[src/rtl/plane_tile_sequencer.sv]
// fifo: generic first-word-fall-through queue, head is valid while count != 0.
// Latency: a push is visible at the head on the cycle after the push edge.
// Backpressure: the writer must never push when full, because there is no full/ready output.
module fifo #(
    parameter int W     = 8,
    parameter int DEPTH = 8,
    parameter int CW    = $clog2(DEPTH + 1)
) (
    input  logic          clk,
    input  logic          rst,
    input  logic          wr_vld,
    input  logic [W-1:0]  wr_dat,
    output logic          rd_vld,
    input  logic          rd_rdy,
    output logic [W-1:0]  rd_dat,
    output logic [CW-1:0] count
);
    localparam int AW = (DEPTH > 1) ? $clog2(DEPTH) : 1;

    logic [W-1:0]  mem [DEPTH];
    logic [AW-1:0] wp, rp;
    logic [CW-1:0] cnt;
    logic          pop;

    assign pop    = rd_vld & rd_rdy;
    assign rd_vld = (cnt != '0);
    assign rd_dat = rd_vld ? mem[rp] : '0;
    assign count  = cnt;

    always_ff @(posedge clk or negedge rst) begin
        if (!rst) begin
            wp  <= '0;
            rp  <= '0;
            cnt <= '0;
        end else begin
            if (wr_vld) wp <= (wp == AW'(DEPTH - 1)) ? '0 : wp + 1'b1;
            if (pop)    rp <= (rp == AW'(DEPTH - 1)) ? '0 : rp + 1'b1;
            cnt <= cnt + CW'(wr_vld) - CW'(pop);
        end
    end

    always_ff @(posedge clk) begin
        if (wr_vld) mem[wp] <= wr_dat;
    end

    a_no_overflow: assert property (@(posedge clk) disable iff (!rst)
        !(wr_vld && (cnt == CW'(DEPTH))));
endmodule

// plane_tile_sequencer: walks SIZE-aligned tiles over a triangle bbox, realigns plane_eq z tiles with their coordinates.
// Latency: a tile issued in cycle c reaches the output in cycle c+LAT+1, so a handshake gives out_valid after LAT+2 cycles.
// Backpressure: issue stalls unless inflight + FIFO occupancy < DEPTH. out_* holds while out_ready is low.
module plane_tile_sequencer #(
    parameter int SIZE  = 2,
    parameter int LAT   = 3,
    parameter int DEPTH = 8
) (
    input  logic                     clk,
    input  logic                     rst,
    input  logic                     tri_valid,
    output logic                     tri_ready,
    input  logic [15:0]              tri_xmin,
    input  logic [15:0]              tri_xmax,
    input  logic [15:0]              tri_ymin,
    input  logic [15:0]              tri_ymax,
    input  logic [17:0]              tri_dzdx,
    input  logic [17:0]              tri_dzdy,
    input  logic [17:0]              tri_c,
    output logic [15:0]              pe_x,
    output logic [15:0]              pe_y,
    output logic [17:0]              pe_dzdx,
    output logic [17:0]              pe_dzdy,
    output logic [17:0]              pe_c,
    input  logic [SIZE*SIZE*18-1:0]  pe_z,
    output logic                     out_valid,
    input  logic                     out_ready,
    output logic [15:0]              out_x,
    output logic [15:0]              out_y,
    output logic [SIZE*SIZE*18-1:0]  out_z,
    output logic                     out_last,
    output logic                     busy
);
    localparam int          ZW   = SIZE * SIZE * 18;
    localparam int          CW   = $clog2(DEPTH + 1);
    localparam logic [15:0] MASK = ~16'(SIZE - 1);
    localparam logic [16:0] STEP = 17'(SIZE);

    typedef enum logic [1:0] {IDLE, WALK, DRAIN} state_t;

    typedef struct packed {
        logic        vld;
        logic [15:0] x;
        logic [15:0] y;
        logic        last;
    } stage_t;

    typedef struct packed {
        logic [15:0]   x;
        logic [15:0]   y;
        logic          last;
        logic [ZW-1:0] z;
    } res_t;

    state_t        state, nstate;
    stage_t        sr [1:LAT];
    res_t          wr_dat, head;
    logic [15:0]   ox, xmax_q, ymax_q;
    logic [CW-1:0] inflight, fifo_cnt;
    logic [CW:0]   used;
    logic          accept, degen, credit, x_end, y_end;
    logic          issue, issue_last;

    assign degen  = (tri_xmin > tri_xmax) || (tri_ymin > tri_ymax);
    assign accept = tri_valid & tri_ready;
    assign used   = {1'b0, inflight} + {1'b0, fifo_cnt};
    assign credit = used < (CW + 1)'(DEPTH);
    // 17-bit sums let boxes that touch 0xFFFF terminate without wrapping.
    assign x_end  = ({1'b0, pe_x} + STEP) > {1'b0, xmax_q};
    assign y_end  = ({1'b0, pe_y} + STEP) > {1'b0, ymax_q};

    always_ff @(posedge clk or negedge rst) begin
        if (!rst) state <= IDLE;
        else      state <= nstate;
    end

    always_comb begin
        nstate = state;
        case (state)
            IDLE:    if (accept && !degen) nstate = WALK;
            WALK:    if (issue_last)       nstate = DRAIN;
            DRAIN:   if (inflight == '0)   nstate = IDLE;
            default: nstate = IDLE;
        endcase
    end

    always_comb begin
        tri_ready  = 1'b0;
        issue      = 1'b0;
        issue_last = 1'b0;
        case (state)
            IDLE: tri_ready = 1'b1;
            WALK: begin
                issue      = credit;
                issue_last = credit & x_end & y_end;
            end
            default: ;
        endcase
    end

    always_ff @(posedge clk or negedge rst) begin
        if (!rst) begin
            pe_x    <= '0;
            pe_y    <= '0;
            pe_dzdx <= '0;
            pe_dzdy <= '0;
            pe_c    <= '0;
            ox      <= '0;
            xmax_q  <= '0;
            ymax_q  <= '0;
        end else if (accept && !degen) begin
            pe_x    <= tri_xmin & MASK;
            pe_y    <= tri_ymin & MASK;
            ox      <= tri_xmin & MASK;
            xmax_q  <= tri_xmax;
            ymax_q  <= tri_ymax;
            pe_dzdx <= tri_dzdx;
            pe_dzdy <= tri_dzdy;
            pe_c    <= tri_c;
        end else if (issue && !issue_last) begin
            // The last tile's origin is held through DRAIN so plane_eq keeps a stable input.
            if (x_end) begin
                pe_x <= ox;
                pe_y <= pe_y + 16'(SIZE);
            end else begin
                pe_x <= pe_x + 16'(SIZE);
            end
        end
    end

    always_ff @(posedge clk or negedge rst) begin
        if (!rst) begin
            for (int k = 1; k <= LAT; k++) sr[k] <= '0;
            inflight <= '0;
        end else begin
            sr[1] <= '{vld: issue, x: pe_x, y: pe_y, last: issue_last};
            for (int k = 2; k <= LAT; k++) sr[k] <= sr[k-1];
            inflight <= inflight + CW'(issue) - CW'(sr[LAT].vld);
        end
    end

    assign wr_dat = {sr[LAT].x, sr[LAT].y, sr[LAT].last, pe_z};

    fifo #(.W($bits(res_t)), .DEPTH(DEPTH)) u_out_fifo (
        .clk    (clk),
        .rst    (rst),
        .wr_vld (sr[LAT].vld),
        .wr_dat (wr_dat),
        .rd_vld (out_valid),
        .rd_rdy (out_ready),
        .rd_dat (head),
        .count  (fifo_cnt)
    );

    assign out_x    = head.x;
    assign out_y    = head.y;
    assign out_z    = head.z;
    assign out_last = head.last;
    assign busy     = (state != IDLE) || out_valid;
endmodule

[config.mk]
export PLATFORM = sky130hd
export DESIGN_NAME = plane_tile_sequencer
export DESIGN_NICKNAME = d
export VERILOG_FILES = /design/src/rtl/plane_tile_sequencer.sv
export SDC_FILE = /design/constraint.sdc
export NUM_CORES = 1
export LEC_CHECK = 0
export ABC_AREA = 1
export BUFFER_PORTS_ARGS = -buffer_cell sky130_fd_sc_hd__buf_2
export CAP_MARGIN = 20
export CORE_MARGIN = 1.5
export CORE_UTILIZATION = 35
export CTS_CLUSTER_SIZE = 12
export DETAILED_ROUTE_END_ITERATION = 8
export SETUP_SLACK_MARGIN = 0.4
export SYNTH_ARGS = -nofsm -noshare
export SYNTH_HDL_FRONTEND = slang
export SYNTH_SLANG_ARGS = --single-unit
[constraint.sdc]
create_clock -name clk -period 6.8 [get_ports clk]
set_input_delay 0 -clock clk [delete_from_list [all_inputs] [get_ports clk]]
set_output_delay 0 -clock clk [all_outputs]
set_load 0.01 [all_outputs]
# Word-level counts from Yosys, hierarchy flattened
# Memory sizes are Yosys's and may differ from the RTL's.
# Cells that the tools add are included.
[word_totals] register_bits=251 ramBits=840 in_bits=194 elab_cells=85 n_memories=1
[classes] n_addsub=11 order_cmp=5 n_eq_ne=7 muxes=18 bitwise_logic=4 n_reduce_logical=14
[mem_list] memory="u_out_fifo.mem" depth=8 word_bits=105 read_ports=1 rd_ports_with_merged_regs=0 wr=1 line="20" text="logic [W-1:0] mem [DEPTH];"
[op_table] operator="105-bit two-way mux" count=1
[op_table] operator="16-bit two-way mux" count=6
[op_table] operator="16-bit by 2-bit adder with 17-bit output (second input constant)" count=2
[op_table] operator="17-bit by 16-bit greater-than comparator with 1-bit output" count=2
[op_table] operator="16-bit by 2-bit adder with 16-bit output (second input constant)" count=2
[op_table] operator="16-bit greater-than comparator" count=2
[op_table] operator="4-bit by 1-bit adder with 4-bit output" count=2
[op_table] operator="4-bit by 1-bit subtractor with 4-bit output" count=2
[op_table] operator="3-bit by 1-bit adder with 3-bit output (second input constant)" count=2
[op_table] operator="3-bit == test (second input constant)" count=2
[op_table] operator="2-bit two-way mux" count=3
[op_table] operator="3-bit two-way mux" count=2
[op_table] operator="2-bit inequality test (second input constant)" count=3
[op_table] operator="2-bit case mux with 3 select lines" count=1
[op_table] operator="2-bit nonzero test" count=3
[op_table] operator="4-bit by 4-bit adder with 5-bit output" count=1
[op_table] operator="5-bit by 4-bit < comparator with 1-bit output (second input constant)" count=1
[op_table] operator="1-bit two-way mux" count=5
[op_table] operator="1-bit AND" count=4
[op_table] operator="4-bit zero test" count=1
[op_table] operator="4-bit nonzero test" count=1
[op_table] operator="3-bit AND reduction" count=1
[op_table] operator="2-bit by 1-bit == test with 1-bit output (second input constant)" count=1
[op_table] operator="2-bit == test (second input constant)" count=1
[op_table] operator="5 further kinds" count=8

# Logic depth before layout (Yosys ltp)
# Gate-level depths: netlist (run 1).
[logic_depth] word_depth=9 ltp_mapped=23 depth_no_buf=22

# Modules after synthesis
# Synthesis (run 1) repeated with hierarchy kept, for this count alone.
[unflattened] cells_unflattened=4946 hier_area_um2=48108.6
[modules_own_cells] mod="fifo" instances=1 cells_per_inst=3706 area_each_um2=37193.2 seq_area_each_um2=25474.4
[modules_own_cells] mod="plane_tile_sequencer" instances=1 cells_per_inst=1240 area_each_um2=10915.5 seq_area_each_um2=5830.6

# Worst setup path before layout (run 1)
# Ideal clock, no wire load.
[synth_timing] path_type="register to register" start="reg sr[33] (netlist bit)" end="mem u_out_fifo.mem[1][0] (netlist bit), enable pin" t_arrival_ns=4.892 t_required_ns=6.234 path_slack_ns=1.341 path_stages_with_launch=3 n_path_buf=0 synth_period_minus_slack_ns=5.459 path_cell_list="dfrtp_1 nand2_1 nor2_1"
[synth_between] elab_chain_len=2
[synth_rtl] element="start: declaration" line="105" text="stage_t sr [1:LAT];"
[synth_rtl] element="1-bit two-way mux" line="43" text="if (wr_vld) mem[wp] <= wr_dat;"
[synth_rtl] element="1-bit two-way mux (not written as such)" line="43"
[synth_rtl] element="end: declaration" line="20"
# No other way between the ends.

# Worst setup path after layout (run 1)
[layout_timing] start="reg u_out_fifo.rp[0]" end="out out_z[49]"
[layout_between] elab_chain_len=2
[layout_rtl] element="start: declaration" line="21" text="logic [AW-1:0] wp, rp;"
[layout_rtl] element="start signal: assignment" line="37" text="if (pop) rp <= (rp == AW'(DEPTH - 1)) ? '0 : rp + 1'b1;"
[layout_rtl] element="memory read 8 x 105 bit"
[layout_rtl] element="105-bit two-way mux" line="27" text="assign rd_dat = rd_vld ? mem[rp] : '0;"
[layout_rtl] element="end: declaration" line="79" text="output logic [SIZE*SIZE*18-1:0] out_z,"
# No other way between the ends.

==> flow_summary.json, run 1 <==
{
  "status": "finished, final reports clean",
  "seq_area_frac_synth_pct": 71.4,
  "critPathKind": "reg2out",
  "start_kind": "flip-flop",
  "gr-total-overflow": 0,
  "critPathBufInv": 3,
  "path_clk_slew_ps": 60,
  "wl_um": 110000,
  "yosysTopAreaCell": "edfxtp_1",
  "slew_headroom_pct": 28.2,
  "worstRegToRegCells": 19,
  "hold_class": "in2reg",
  "power.density_nw_per_um2": 412,
  "min_period_ps": 4250,
  "worst_ep_arrival_time_ps": 4250,
  "area_growth_syn_to_layout_pct": 20.4,
  "synth_area_per_cell_sq_um": 11.9,
  "fillers": 11346,
  "slowest_stage": "dfrtp_4",
  "ys_types": 38,
  "syn_inst": 3634,
  "dp.cells": 5465,
  "worstPathCellList": "buf_12 -> buf_4 -> o21ai_0 -> o22ai_1 -> o21ai_0 -> a31oi_1 -> buf_2",
  "multiInputGateArea_sq_um": 10700,
  "crit_family": "buffers and inverters",
  "hold_viol": 0,
  "row_count": 128,
  "grt_pass1_wl_um": 169000,
  "ys_warn_count": 0,
  "coreArea_sq_um": 122000,
  "final_common_cell": "edfxtp_1",
  "antenna_left": 0,
  "routabilityCongestion": 0.804,
  "grt_pass1_vias": 28500,
  "cts_sinks": 1067,
  "ys_ff_latch": 1067,
  "route.detailed.drc": 0,
  "hpwlAfterDp_um": 59600,
  "htreeDepth": 3,
  "cp_common_cell": "o21ai_0",
  "register_area_sq_um": 30800,
  "io_buffers": 383,
  "avgViaCountPerCell": 4.91,
  "cp_data_required_time_ps": 6800,
  "num_vias": 28791,
  "fin_crit_sh_pct": 62.5,
  "cap_violations": 0,
  "peakVddDrop_mv": 0.253,
  "synth.top_cell.area_share_pct": 57.3,
  "preCtsSetupSlack_ps": 3250,
  "max_freq_ghz": 0.235,
  "worst_slew_pin_slew_ps": 1080,
  "start_util_pct": 35.4,
  "worst_slack_ps": 2550,
  "fp.dieH_um": 354,
  "first_pass_iters": 5,
  "rsz0062_at_grt": "no",
  "io_pins": 388,
  "clkLatencyLatePin_ps": 690,
  "finalSetupTns_ps": 0,
  "drive_gt1_share_pct": 14.3,
  "hold_path_depth": 5,
  "cp.depth": 7,
  "setup_viol": 0,
  "layout.cells.non_filler": 5860,
  "slowest_delay_ps": 810,
  "numCtsBuffers": 112,
  "synth_top_cells_by_area": "edfxtp_1 57%, dfrtp_1 14%, o21ai_0 6.4%",
  "dieArea_sq_um": 125000,
  "slew_viol_final": 0,
  "final.setup_skew_ps": 26.8,
  "wl_per_cell_um": 18.7,
  "drt-initial-drc-count": 2124,
  "p_leak_uw": 0.0203,
  "clk_path_buf_depth": 3,
  "root_buffer": "clkbuf_16",
  "layout_common_cells": "824 x edfxtp_1, 652 x nor2_1, 553 x o21ai_0",
  "cp_max_fo": 211,
  "critPathCaptureType": "output port",
  "grtUsageTotal_pct": 17.2,
  "die_w_um": 354,
  "antenna_found_initial": 3,
  "grt_max_degree": 212,
  "cts_tree": "done",
  "synth_area_sq_um": 43200,
  "nets": 4424
}
metrics by stage:
step	power, uW	hold slack, ps	util [%]	cell area, sq um
global placement	15700	154	38.2	46600
floorplan	13100	-296	-	43200
finish	21400	64.3	42.6	51900
global route	22800	85.0	42.6	51900
CTS	21600	0.395	42.5	51900
detailed placement	15800	165	38.2	46600
what timing repair did:
action | in CTS | in global routing
setup endpoints to repair | 0 | 0
hold buffers | 192 | 0
resized for setup | 0 | 0
buffers inserted | 0 | 0
hold endpoints to repair | 820 | 0
path summary, 6_finish.rpt:
kind | start | end | slack (ps)
max | u_out_fifo.rp[0] | out_z[49] | 2550
min in group asynchronous | rst | xmax_q[8] | 570
max in group asynchronous | rst | sr[6] | 4760
min | tri_valid | ox[13] | 60
min reg2reg | sr[47] | sr[13] | 340
max reg2reg | pe_x[1] | pe_x[11] | 3270
registers in the layout, indices dropped and copies added, names as in the netlist, 16 cells and up:
register	cells
pe_dzdx	18
xmax_q	16
ymax_q	16
u_out_fifo.mem	824
pe_dzdy	18
pe_c	18
sr	96
layout make-up:
type | instances | share of cell area, %
Clock buffer | 154 | 5.86
Inverter | 200 | 1.48
Sequential cell | 1067 | 59.4
Clock inverter | 45 | 0.617
Antenna cell | 3 | 0.0145
Timing Repair Buffer | 612 | 8.09
Multi-Input combinational cell | 2154 | 20.7
Tap cell | 1625 | 3.91
worst min-delay path: cells and delay by family:
kind / cells / cell delay (ps)
simple gates: 3 / 360
buf+inv: 2 / 340
where the power goes:
group	internal, uW	switching, uW	leakage [uW]	total (uW)
Clock	3190	2470	0.00164	5670
Sequential	8040	641	0.0106	8690
Combinational	2330	4690	0.00804	7020
Total	13600	7810	0.0203	21400
synth_stat cells, drive strengths merged:
cell / n
fa: 2
nor2: 669
ha: 81
inv: 198
dfrtp: 243
clkinv: 2
xor2: 19
clkbuf: 138
conb: 1
o21ai: 617
and3: 1
xnor2: 7
buf: 78
nor3: 13
o22ai: 104
a31oi: 103
nand4: 37
nand2: 392
nor3b: 2
a21o: 3
o21a: 2
a21oi: 25
and2: 1
nand3: 72
edfxtp: 824
logic make-up after synthesis:
kind of cell	count (synthesis)	share of synthesized area, %
other	1	0.00869
AO/OA/AOI/OAI	854	10.6
AND/OR/NAND/NOR	1187	11.1
buffers and inverters	416	3.91
flip-flops	1067	71.4
adder cells (fa/ha/maj)	83	2.44
XOR/XNOR	26	0.528
per-layer routing:
| layer | part of all wire [%] | up-vias | GRT usage [%] |
|---|---|---|---|
| met2 | 47 | 829 | 27.9 |
| met3 | 6.7 | 137 | 3.58 |
| li1 | - | 13823 | - |
| met5 | 0.025 | - | 0 |
| met4 | 2.2 | 4 | 4.88 |
| met1 | 44 | 13998 | 23.4 |
Power figures use the tool's default switching activity.
==> inputs of run 2 (changes only) <==
- clock period: 6.8 -> 4.28 ns (I/O delays scaled with it)
==> run 2 against run 1 <==
Against the previous run:
- total power increased by 62%
- utilization rose by 0.45 points
- clock-buffer cell count fell by 9
- first-iteration DRC count rose by 5.1%
- combinational power rose by 64%
- clock skew up 5.8 ps
- setup slack got worse by 1700 ps
- clock power rose by 64%
- global-route usage increased by 0.23 points
- critical endpoint is now out_z[7]
==> flow_summary.json, run 2 (same netlist as run 1, synthesis figures left out) <==
{
  "multiInputGateArea_sq_um": 10700,
  "wl_per_cell_um": 18.9,
  "cp_data_required_time_ps": 4280,
  "root_buffer": "clkbuf_16",
  "clk_path_buf_depth": 3,
  "startpoint": "u_out_fifo.rp[1]",
  "slew_headroom_pct": 36.7,
  "worst_ep_arrival_time_ps": 3470,
  "timing.rr.start": "pe_x[2]",
  "numCtsBuffers": 112,
  "cts_sinks": 1067,
  "hpwlAfterDp_um": 62600,
  "cts_tree": "done",
  "r2r-end": "pe_x[10]",
  "max_freq_ghz": 0.288,
  "path_clk_slew_ps": 60,
  "fin_util_pct": 43.0,
  "min_period_ps": 3470,
  "final.setup_skew_ps": 32.7,
  "fp.dieH_um": 354,
  "reg2reg_slack_ps": 910,
  "cp_max_fo": 74,
  "min_from": "tri_c[5]",
  "wl_um": 111000,
  "hold_viol": 0,
  "nets": 4456,
  "final_common_cell": "edfxtp_1",
  "layout_common_cells": "824 x edfxtp_1, 652 x nor2_1, 553 x o21ai_0",
  "drt-initial-drc-count": 2232,
  "cap_violations": 0,
  "io_pins": 388,
  "p_total_uw": 34600,
  "route.detailed.drc": 0,
  "reg.largest.list": "u_out_fifo.mem x824, sr x96",
  "clkLatencyLatePin_ps": 710,
  "largest_reg_flops": 824,
  "grt_pass1_wl_um": 171000,
  "rsz0062_at_grt": "no",
  "grt_max_degree": 128,
  "status": "finished, final reports clean",
  "start_util_pct": 35.4,
  "fillers": 11236,
  "hold_class": "in2reg",
  "hold_path_depth": 4,
  "critPathKind": "reg2out",
  "routabilityCongestion": 0.811,
  "row_count": 128,
  "area_growth_syn_to_layout_pct": 21.6,
  "antenna_left": 0,
  "worst_slew_pin_slew_ps": 949,
  "worstHoldEndpoint": "pe_c[5]",
  "hold_slack_ps": 74.9,
  "num_vias": 28690,
  "start_kind": "flip-flop",
  "p_leak_uw": 0.0205,
  "finalSetupTns_ps": 0,
  "io_buffers": 383,
  "peakVddDrop_mv": 0.349,
  "die_w_um": 354,
  "critPathCaptureType": "output port",
  "top_register": "u_out_fifo.mem",
  "grt_pass1_vias": 28640,
  "register_area_sq_um": 30800,
  "coreArea_sq_um": 122000,
  "power.density_nw_per_um2": 659,
  "grtUsageTotal_pct": 17.5,
  "slew_viol_final": 0,
  "gr-total-overflow": 0,
  "drive_gt1_share_pct": 15.1,
  "worstRegToRegCells": 16,
  "fin_crit_sh_pct": 81.2,
  "antenna_found_initial": 2,
  "setup_viol": 0,
  "first_pass_iters": 6,
  "cts_resized": 0,
  "htreeDepth": 3,
  "avgViaCountPerCell": 4.87,
  "dieArea_sq_um": 125000
}
[run 2: worst max-delay path, stage by stage, from the launching register on]
cell and delay [ps]:
dfrtp_4 870, buf_4 850, o21ai_0 240, o22ai_1 200, o21ai_0 90, a31oi_1 300, buf_2 200
[run 2: where the power goes]
| group | switching, uW | total [uW] | internal, uW |
|---|---|---|---|
| sequential | 975 | 13800 | 12800 |
| clock | 4040 | 9320 | 5280 |
| combinational | 7600 | 11500 | 3910 |
[run 2: worst max path at each step]
| stage | to | slack (ps) | cells after the start |
|---|---|---|---|
| 2_1_floorplan | u_out_fifo.mem[1][0] | -1180 | 2 |
| 3_3_place_gp | pe_y[14] | 1030 | 15 |
| 3_5_place_dp | pe_y[2] | 910 | 15 |
| 4_1_cts | out_z[27] | 670 | 6 |
| 5_1_grt | pe_x[2] | 520 | 19 |
| 6_report | out_z[7] | 810 | 6 |
[run 2: per-stage QoR]
| stage | std cells | setup slack [ps] | area, sq um |
|---|---|---|---|
| floorplan | 3637 | -1180 | 43200 |
| global route | 5887 | 520 | 52500 |
| CTS | 5886 | 673 | 52500 |
| global placement | 5498 | 1030 | 47100 |
| finish | 5890 | 805 | 52500 |
| detailed placement | 5498 | 914 | 47100 |
[run 2: cell type report]
cell class                 instances  area share (%)
sequential                      1067            58.7
inverter                         200            1.46
timing repair buffer             644            8.83
antenna                            4          0.0191
clock buffer                     145            5.69
multi-input combinational       2154            20.4
tap                             1625            3.87
clock inverter                    51           0.942
[run 2: what timing repair did]
action | 4_1_cts | 5_1_grt
setup buffers | 0 | 0
endpoints found under the hold margin | 848 | 0
hold buffers | 192 | 0
[run 2: per-layer routing]
metal	vias to the layer above	part of all wire, %	global-route usage [%]
met2	722	47	28.5
met1	13947	45	23.6
met5	-	0	0
li1	13879	-	-
met3	142	6.1	3.59
met4	0	1.9	4.75
